<file path="config.mk">
export PLATFORM = sky130hd
export DESIGN_NAME = alu_control_flat
export DESIGN_NICKNAME = d
export VERILOG_FILES = /design/src/rtl/alu_control_if.sv /design/src/rtl/alu_control.sv /design/src/flat_wrapper.sv
export SDC_FILE = /design/constraint.sdc
export NUM_CORES = 1
export LEC_CHECK = 0
export ABC_CLOCK_PERIOD_IN_PS = 1100
export BUFFER_PORTS_ARGS = -buffer_cell sky130_fd_sc_hd__buf_2
export CAP_MARGIN = 5
export CORE_AREA = 2 2 39 41
export DETAILED_ROUTE_END_ITERATION = 6
export DIE_AREA = 0 0 41 43
export PLACE_DENSITY = 0.65
export SYNTH_ARGS = -nofsm -noshare
export SYNTH_HDL_FRONTEND = slang
export SYNTH_SLANG_ARGS = --single-unit
</file>
<file path="constraint.sdc">
create_clock -name clk -period 1.1 [get_ports clk]
set_input_delay 0.055 -clock clk [delete_from_list [all_inputs] [get_ports clk]]
set_output_delay 0.055 -clock clk [all_outputs]
set_load 0.02 [all_outputs]
</file>
<file path="src/rtl/alu_control_if.sv">
// alu_control_if: decode request and registered
// result bundle for the ALU control decoder.
interface alu_control_if;
   logic       in_valid;
   logic [1:0] ALUOp;
   logic [5:0] FuncCode;
   logic [3:0] ALUControl;
   logic       out_valid;
   logic       illegal;

   modport master (
      output in_valid,
      output ALUOp,
      output FuncCode,
      input  ALUControl,
      input  out_valid,
      input  illegal
   );

   modport slave (
      input  in_valid,
      input  ALUOp,
      input  FuncCode,
      output ALUControl,
      output out_valid,
      output illegal
   );
endinterface

</file>
<file path="src/rtl/alu_control.sv">
// alu_control: registered MIPS ALU control decoder.
// ALUOp + funct -> 4-bit ALU select, one cycle latency.
module alu_control (
   input  logic         clk,
   input  logic         rst_n,
   alu_control_if.slave bus
);
   localparam logic [3:0] OP_AND  = 4'b0000;
   localparam logic [3:0] OP_OR   = 4'b0001;
   localparam logic [3:0] OP_ADD  = 4'b0010;
   localparam logic [3:0] OP_XOR  = 4'b0011;
   localparam logic [3:0] OP_SLL  = 4'b0100;
   localparam logic [3:0] OP_SRL  = 4'b0101;
   localparam logic [3:0] OP_SUB  = 4'b0110;
   localparam logic [3:0] OP_SLT  = 4'b0111;
   localparam logic [3:0] OP_SRA  = 4'b1000;
   localparam logic [3:0] OP_SLTU = 4'b1001;
   localparam logic [3:0] OP_NOR  = 4'b1100;

   logic [3:0] ctrl_d, ctrl_q;
   logic       ill_d, ill_q;
   logic       vld_q;

   // Combinational decode; non-R classes never look at funct
   always_comb begin
      ctrl_d = OP_ADD;
      ill_d  = 1'b0;
      case (bus.ALUOp)
         2'b00: ctrl_d = OP_ADD;
         2'b01: ctrl_d = OP_SUB;
         2'b11: ctrl_d = OP_OR;
         2'b10: begin
            case (bus.FuncCode)
               6'b100000,
               6'b100001: ctrl_d = OP_ADD;
               6'b100010,
               6'b100011: ctrl_d = OP_SUB;
               6'b100100: ctrl_d = OP_AND;
               6'b100101: ctrl_d = OP_OR;
               6'b100110: ctrl_d = OP_XOR;
               6'b100111: ctrl_d = OP_NOR;
               6'b101010: ctrl_d = OP_SLT;
               6'b101011: ctrl_d = OP_SLTU;
               6'b000000: ctrl_d = OP_SLL;
               6'b000010: ctrl_d = OP_SRL;
               6'b000011: ctrl_d = OP_SRA;
               default: begin
                  ctrl_d = OP_ADD;
                  ill_d  = 1'b1;
               end
            endcase
         end
         default: begin
            ctrl_d = OP_ADD;
            ill_d  = 1'b0;
         end
      endcase
   end

   // Output register: reset wins, results load only on valid
   always_ff @(posedge clk) begin
      if (!rst_n) begin
         ctrl_q <= OP_ADD;
         ill_q  <= 1'b0;
         vld_q  <= 1'b0;
      end else begin
         vld_q <= bus.in_valid;
         if (bus.in_valid) begin
            ctrl_q <= ctrl_d;
            ill_q  <= ill_d;
         end
      end
   end

   assign bus.ALUControl = ctrl_q;
   assign bus.illegal    = ill_q;
   assign bus.out_valid  = vld_q;
endmodule

</file>
<file path="src/flat_wrapper.sv">
// flat-port wrapper written by rule: the top's interface ports become plain ports
module alu_control_flat 
  (clk, rst_n, bus_in_valid, bus_ALUOp, bus_FuncCode, bus_ALUControl, bus_out_valid, bus_illegal);
  alu_control_if bus_i ();
  input  logic clk;
  input  logic rst_n;
  input wire logic [$bits(bus_i.in_valid)-1:0] bus_in_valid;
  input wire logic [$bits(bus_i.ALUOp)-1:0] bus_ALUOp;
  input wire logic [$bits(bus_i.FuncCode)-1:0] bus_FuncCode;
  output wire logic [$bits(bus_i.ALUControl)-1:0] bus_ALUControl;
  output wire logic [$bits(bus_i.out_valid)-1:0] bus_out_valid;
  output wire logic [$bits(bus_i.illegal)-1:0] bus_illegal;
  assign bus_i.in_valid = bus_in_valid;
  assign bus_i.ALUOp = bus_ALUOp;
  assign bus_i.FuncCode = bus_FuncCode;
  assign bus_ALUControl = bus_i.ALUControl;
  assign bus_out_valid = bus_i.out_valid;
  assign bus_illegal = bus_i.illegal;
  alu_control u_core (.clk(clk), .rst_n(rst_n), .bus(bus_i));
endmodule
</file>
== Word level (Yosys, flattened, before mapping) ==
Index checks and enable logic that the tools add are counted.

* Register bits: 6
* Bits in latches: 0
* Memory bits (writable): 0
* ROM bits: 0
* Bits of input ports: 11
* Output and inout port bits: 6
* Logic and storage cells: 26
* Memories kept: 0

* Add/subtract/negate cells: 0
* Multipliers: 0
* Div/mod/pow operators: 0
* Order comparisons: 0
* Equality and inequality tests: 15
* Shifts and indexed selects: 0
* Multiplexer cells: 4
* Bitwise gates (word level): 0
* Reduce and logical (&&, ||, !) cells: 4

{| class="wikitable"
|+ Operators with widths
! cell !! number
|-
| == test 6 bit, second input constant || 10
|-
| case mux 4 bit (10 select lines) || 1
|-
| case mux 4 bit (4 select lines) || 1
|-
| OR reduction 13 bit || 1
|-
| == test 6 x 2 -> 1 bit, second input constant || 2
|-
| zero test 6 bit || 1
|-
| == test 2 bit, second input constant || 2
|-
| == test 2 x 1 -> 1 bit, second input constant || 1
|-
| zero test 2 bit || 1
|-
| 2-to-1 mux 1 bit || 2
|-
| OR reduction 2 bit || 1
|}

== Logic depth before layout (Yosys ltp) ==
* Depth after elaboration: 4
* Mapped depth: 5
* Mapped depth without buffers: 4

== Worst setup path after synthesis ==
Ideal clock, no wire load.

* Kind: input -> register
* Start point: input port bus_FuncCode[2]
* End point: register u_core.ctrl_q[0] (netlist: u_core.bus.ALUControl[0])
* Setup time: 0.060 ns
* Arrival time: 0.937 ns
* Required time: 1.040 ns
* Slack: 0.103 ns
* Stages on the path: 4
* Buffers on the path: 1
* Cells stage by stage: buf_2 -> or4_1 -> o311ai_1 -> and3_1

* Longest elaborated chain between the ends: 4
* Elaborated cells between the ends (all ways): 14
* Those cells by class: 10 x eq/ne; 2 x mux; 2 x reduce/logical

{| class="wikitable"
|+ Ends and longest elaborated chain
! item !! RTL line !! text
|-
| start: declaration || flat_wrapper.sv:9 || <nowiki>input wire logic [$bits(bus_i.FuncCode)-1:0] bus_FuncCode;</nowiki>
|-
| == test 6 bit || alu_control.sv:33 || <nowiki>case (bus.FuncCode)</nowiki>
|-
| OR reduction 2 bit || alu_control.sv:33 ||
|-
| case mux 4 bit (10 select lines) (*) || alu_control.sv:33 ||
|-
| case mux 4 bit (4 select lines) (*) || alu_control.sv:28 || <nowiki>case (bus.ALUOp)</nowiki>
|-
| end signal: assignment || alu_control.sv:69 || <nowiki>ctrl_q <= ctrl_d;</nowiki>
|-
| end: declaration || alu_control.sv:20 || <nowiki>logic [3:0] ctrl_d, ctrl_q;</nowiki>
|}

Every way passes the cells marked *; elsewhere a longest branch is shown, timed or not.
A chain may end at the register's enable or synchronous reset.

==> impl_metrics.tcl <==
set metrics [dict create \
    status "finished clean" \
    syn_avg_cell_area_um2 8.12 \
    synthToLayoutAreaGrowth_pct 27.2 \
    cap_violations 0 \
    synth_fp_nets 62 \
    setup_violations 0 \
    fin_worst_skew_ns 0 \
    place_hpwl_um 779 \
    io_buffers 16 \
    required_ns 1.24 \
    layout_min_cycle_time_ns 0.841 \
    cts_buffer_depth 2 \
    leakage_nw 0.220 \
    synth.top_cells.by_area "dfxtp_1 (29%), o21ai_0 (7.3%), nor2b_1 (6.0%), nand2b_1 (4.5%), xnor2_1 (4.2%)" \
    coreArea_um2 1380 \
    synth_top_area_share 0.290 \
    arrival_ns 0.98 \
    cp_max_fo 3 \
    start_util 0.299 \
    tightest_slew_ns 0.270 \
    n_antenna_cell 0 \
    fin_crit_sh 0.765 \
    viasPerCell 5.26 \
    cp-start-kind "flip-flop" \
    post-place-cells 81 \
    htree_num_levels 1 \
    io_pins 17 \
    multi_input_area_um2 277 \
    drive_gt1_frac 0.324 \
    postCtsHoldBufs 0 \
    wl_per_cell_um 11.8 \
    grt_usage 0.142 \
    synthCells 51 \
    first_pass_iters 4 \
    timing.final.ws_setup_ns 0.259 \
    cts_inserted_buffers 3 \
    power_density_nw_per_um2 1090 \
    cts_resized 0 \
    hold_violations 0 \
    netlist_area_um2 414 \
    wirelength_um 991 \
    row_count 14 \
    place_congestion 0.805 \
    finalSetupTns_ns 0 \
    final_net_count 81 \
    grt_max_degree 11 \
    vias 442 \
    die_h_um 43 \
    holdWs_ns 0.0842 \
    crit_path_end_kind "flip-flop" \
    pre_cts_ws_ns 0.0160 \
    cts_tree "built" \
    clock-sinks 6 \
    ys_types 29 \
    path_class "reg2reg" \
    nFillCells 156 \
    drc 0 \
    ant_nets 0 \
    fmax_ghz 1.19 \
    ys_seq_area_frac 0.290 \
    yosys-top-cells-count "dfxtp_1 (6), o21ai_0 (6), nor2b_1 (4)" \
    die_area_um2 1760 \
    fp.dieW_um 41 \
    yosysWarnings 0 \
    relSlewSlack 0.818 \
    ir_worst_vdd_uv 214 \
    grt_pass1_wl_um 1560 \
    first_iter_violations 4 \
    path_clk_slew_ns 0.05 \
    grt_pass1_vias 367 \
    ys_ff_latch 6 \
    async_reset_ff_frac 0 \
    insertion_delay_ns 0.24 \
    cts_setup_buffers 0 \
    final-seq-area_um2 120 \
    synth_ff_type "dfxtp_1" \
    antenna_found_initial 0 \
    fin_cells 84 \
    rsz0062_at_grt "no" \
    synth.largest_area_cell "dfxtp_1" \
    clockRootBuffer "clkbuf_4" \
    overflow 0 \
    hold_class "in2reg" \
    finalMaxSlewViolations 0 \
    synth_edf_count 0 \
]
metrics by stage:
stage / cell area [um2] / utilization / power (mW)
after global placement: 504 / 0.364 / 0.363
final: 527 / 0.381 / 0.572
after global routing: 527 / 0.381 / 0.617
after CTS: 527 / 0.381 / 0.582
after floorplan: 414 / - / 0.314
after detailed placement: 504 / 0.364 / 0.366
worst paths after layout:
kind / from / to / slack (ns) / depth (start not counted)
worst max-delay path: u_core.bus.ALUControl[1] / u_core.bus.ALUControl[1] / 0.26 / 4
worst min-delay path: rst_n / u_core.bus.ALUControl[1] / 0.08 / 2
worst max register to register: u_core.bus.ALUControl[1] / u_core.bus.ALUControl[1] / 0.26 / 4
worst min register to register: u_core.bus.illegal / u_core.bus.illegal / 0.50 / 2
power by group:
group | switching [mW] | total (mW) | leakage [nW] | internal, mW
Combinational | 0.0745 | 0.130 | 0.156 | 0.0554
Sequential | 0.00410 | 0.232 | 0.0493 | 0.228
Clock | 0.0858 | 0.210 | 0.0138 | 0.124
registers in the layout, indices dropped and copies added (netlist names):
name	count
u_core.bus.ALUControl	4
u_core.bus.illegal	1
u_core.bus.out_valid	1
cell usage in the layout (no fill, tap or decap), drive strengths merged, types with 3 or more instances in the layout:
cell type,instances
nor2b,4
o21ai,6
clkbuf,3
buf,16
nand2b,3
dfxtp,6
nor2,3
cell type report:
type / count / share of cell area
Timing Repair Buffer: 16 / 0.152
Multi-Input combinational cell: 41 / 0.525
Sequential cell: 6 / 0.228
Tap cell: 16 / 0.0380
Inverter: 2 / 0.0143
Clock buffer: 3 / 0.0428
critical path: stages (launching register included):
cell      delay [ns]
dfxtp_1         0.31
nand2b_1        0.07
nand3_1         0.07
a211oi_1        0.22
a21oi_1         0.06
cell families (layout without fill, tap and decap cells):
kind of cell             Yosys count  in the layout  synth area share
AND/OR/NAND/NOR                   20             20             0.290
adder cells (fa/ha/maj)            1              1            0.0242
flip-flops                         6              6             0.290
multiplexers                       2              2            0.0514
buffers and inverters              4             21            0.0423
XOR/XNOR                           3              3            0.0635
AO/OA/AOI/OAI                     15             15             0.239
routing by layer:
metal	global-route usage	part of all wire	vias to the layer above	routed length, um
met1	0.185	0.47	198	469
met4	0.140	0.039	0	39
li1	-	-	221	-
met2	0.178	0.40	18	400
met5	0	0	-	0
met3	0.0314	0.083	5	82
Note: power is estimated with default switching activity, not from simulation.
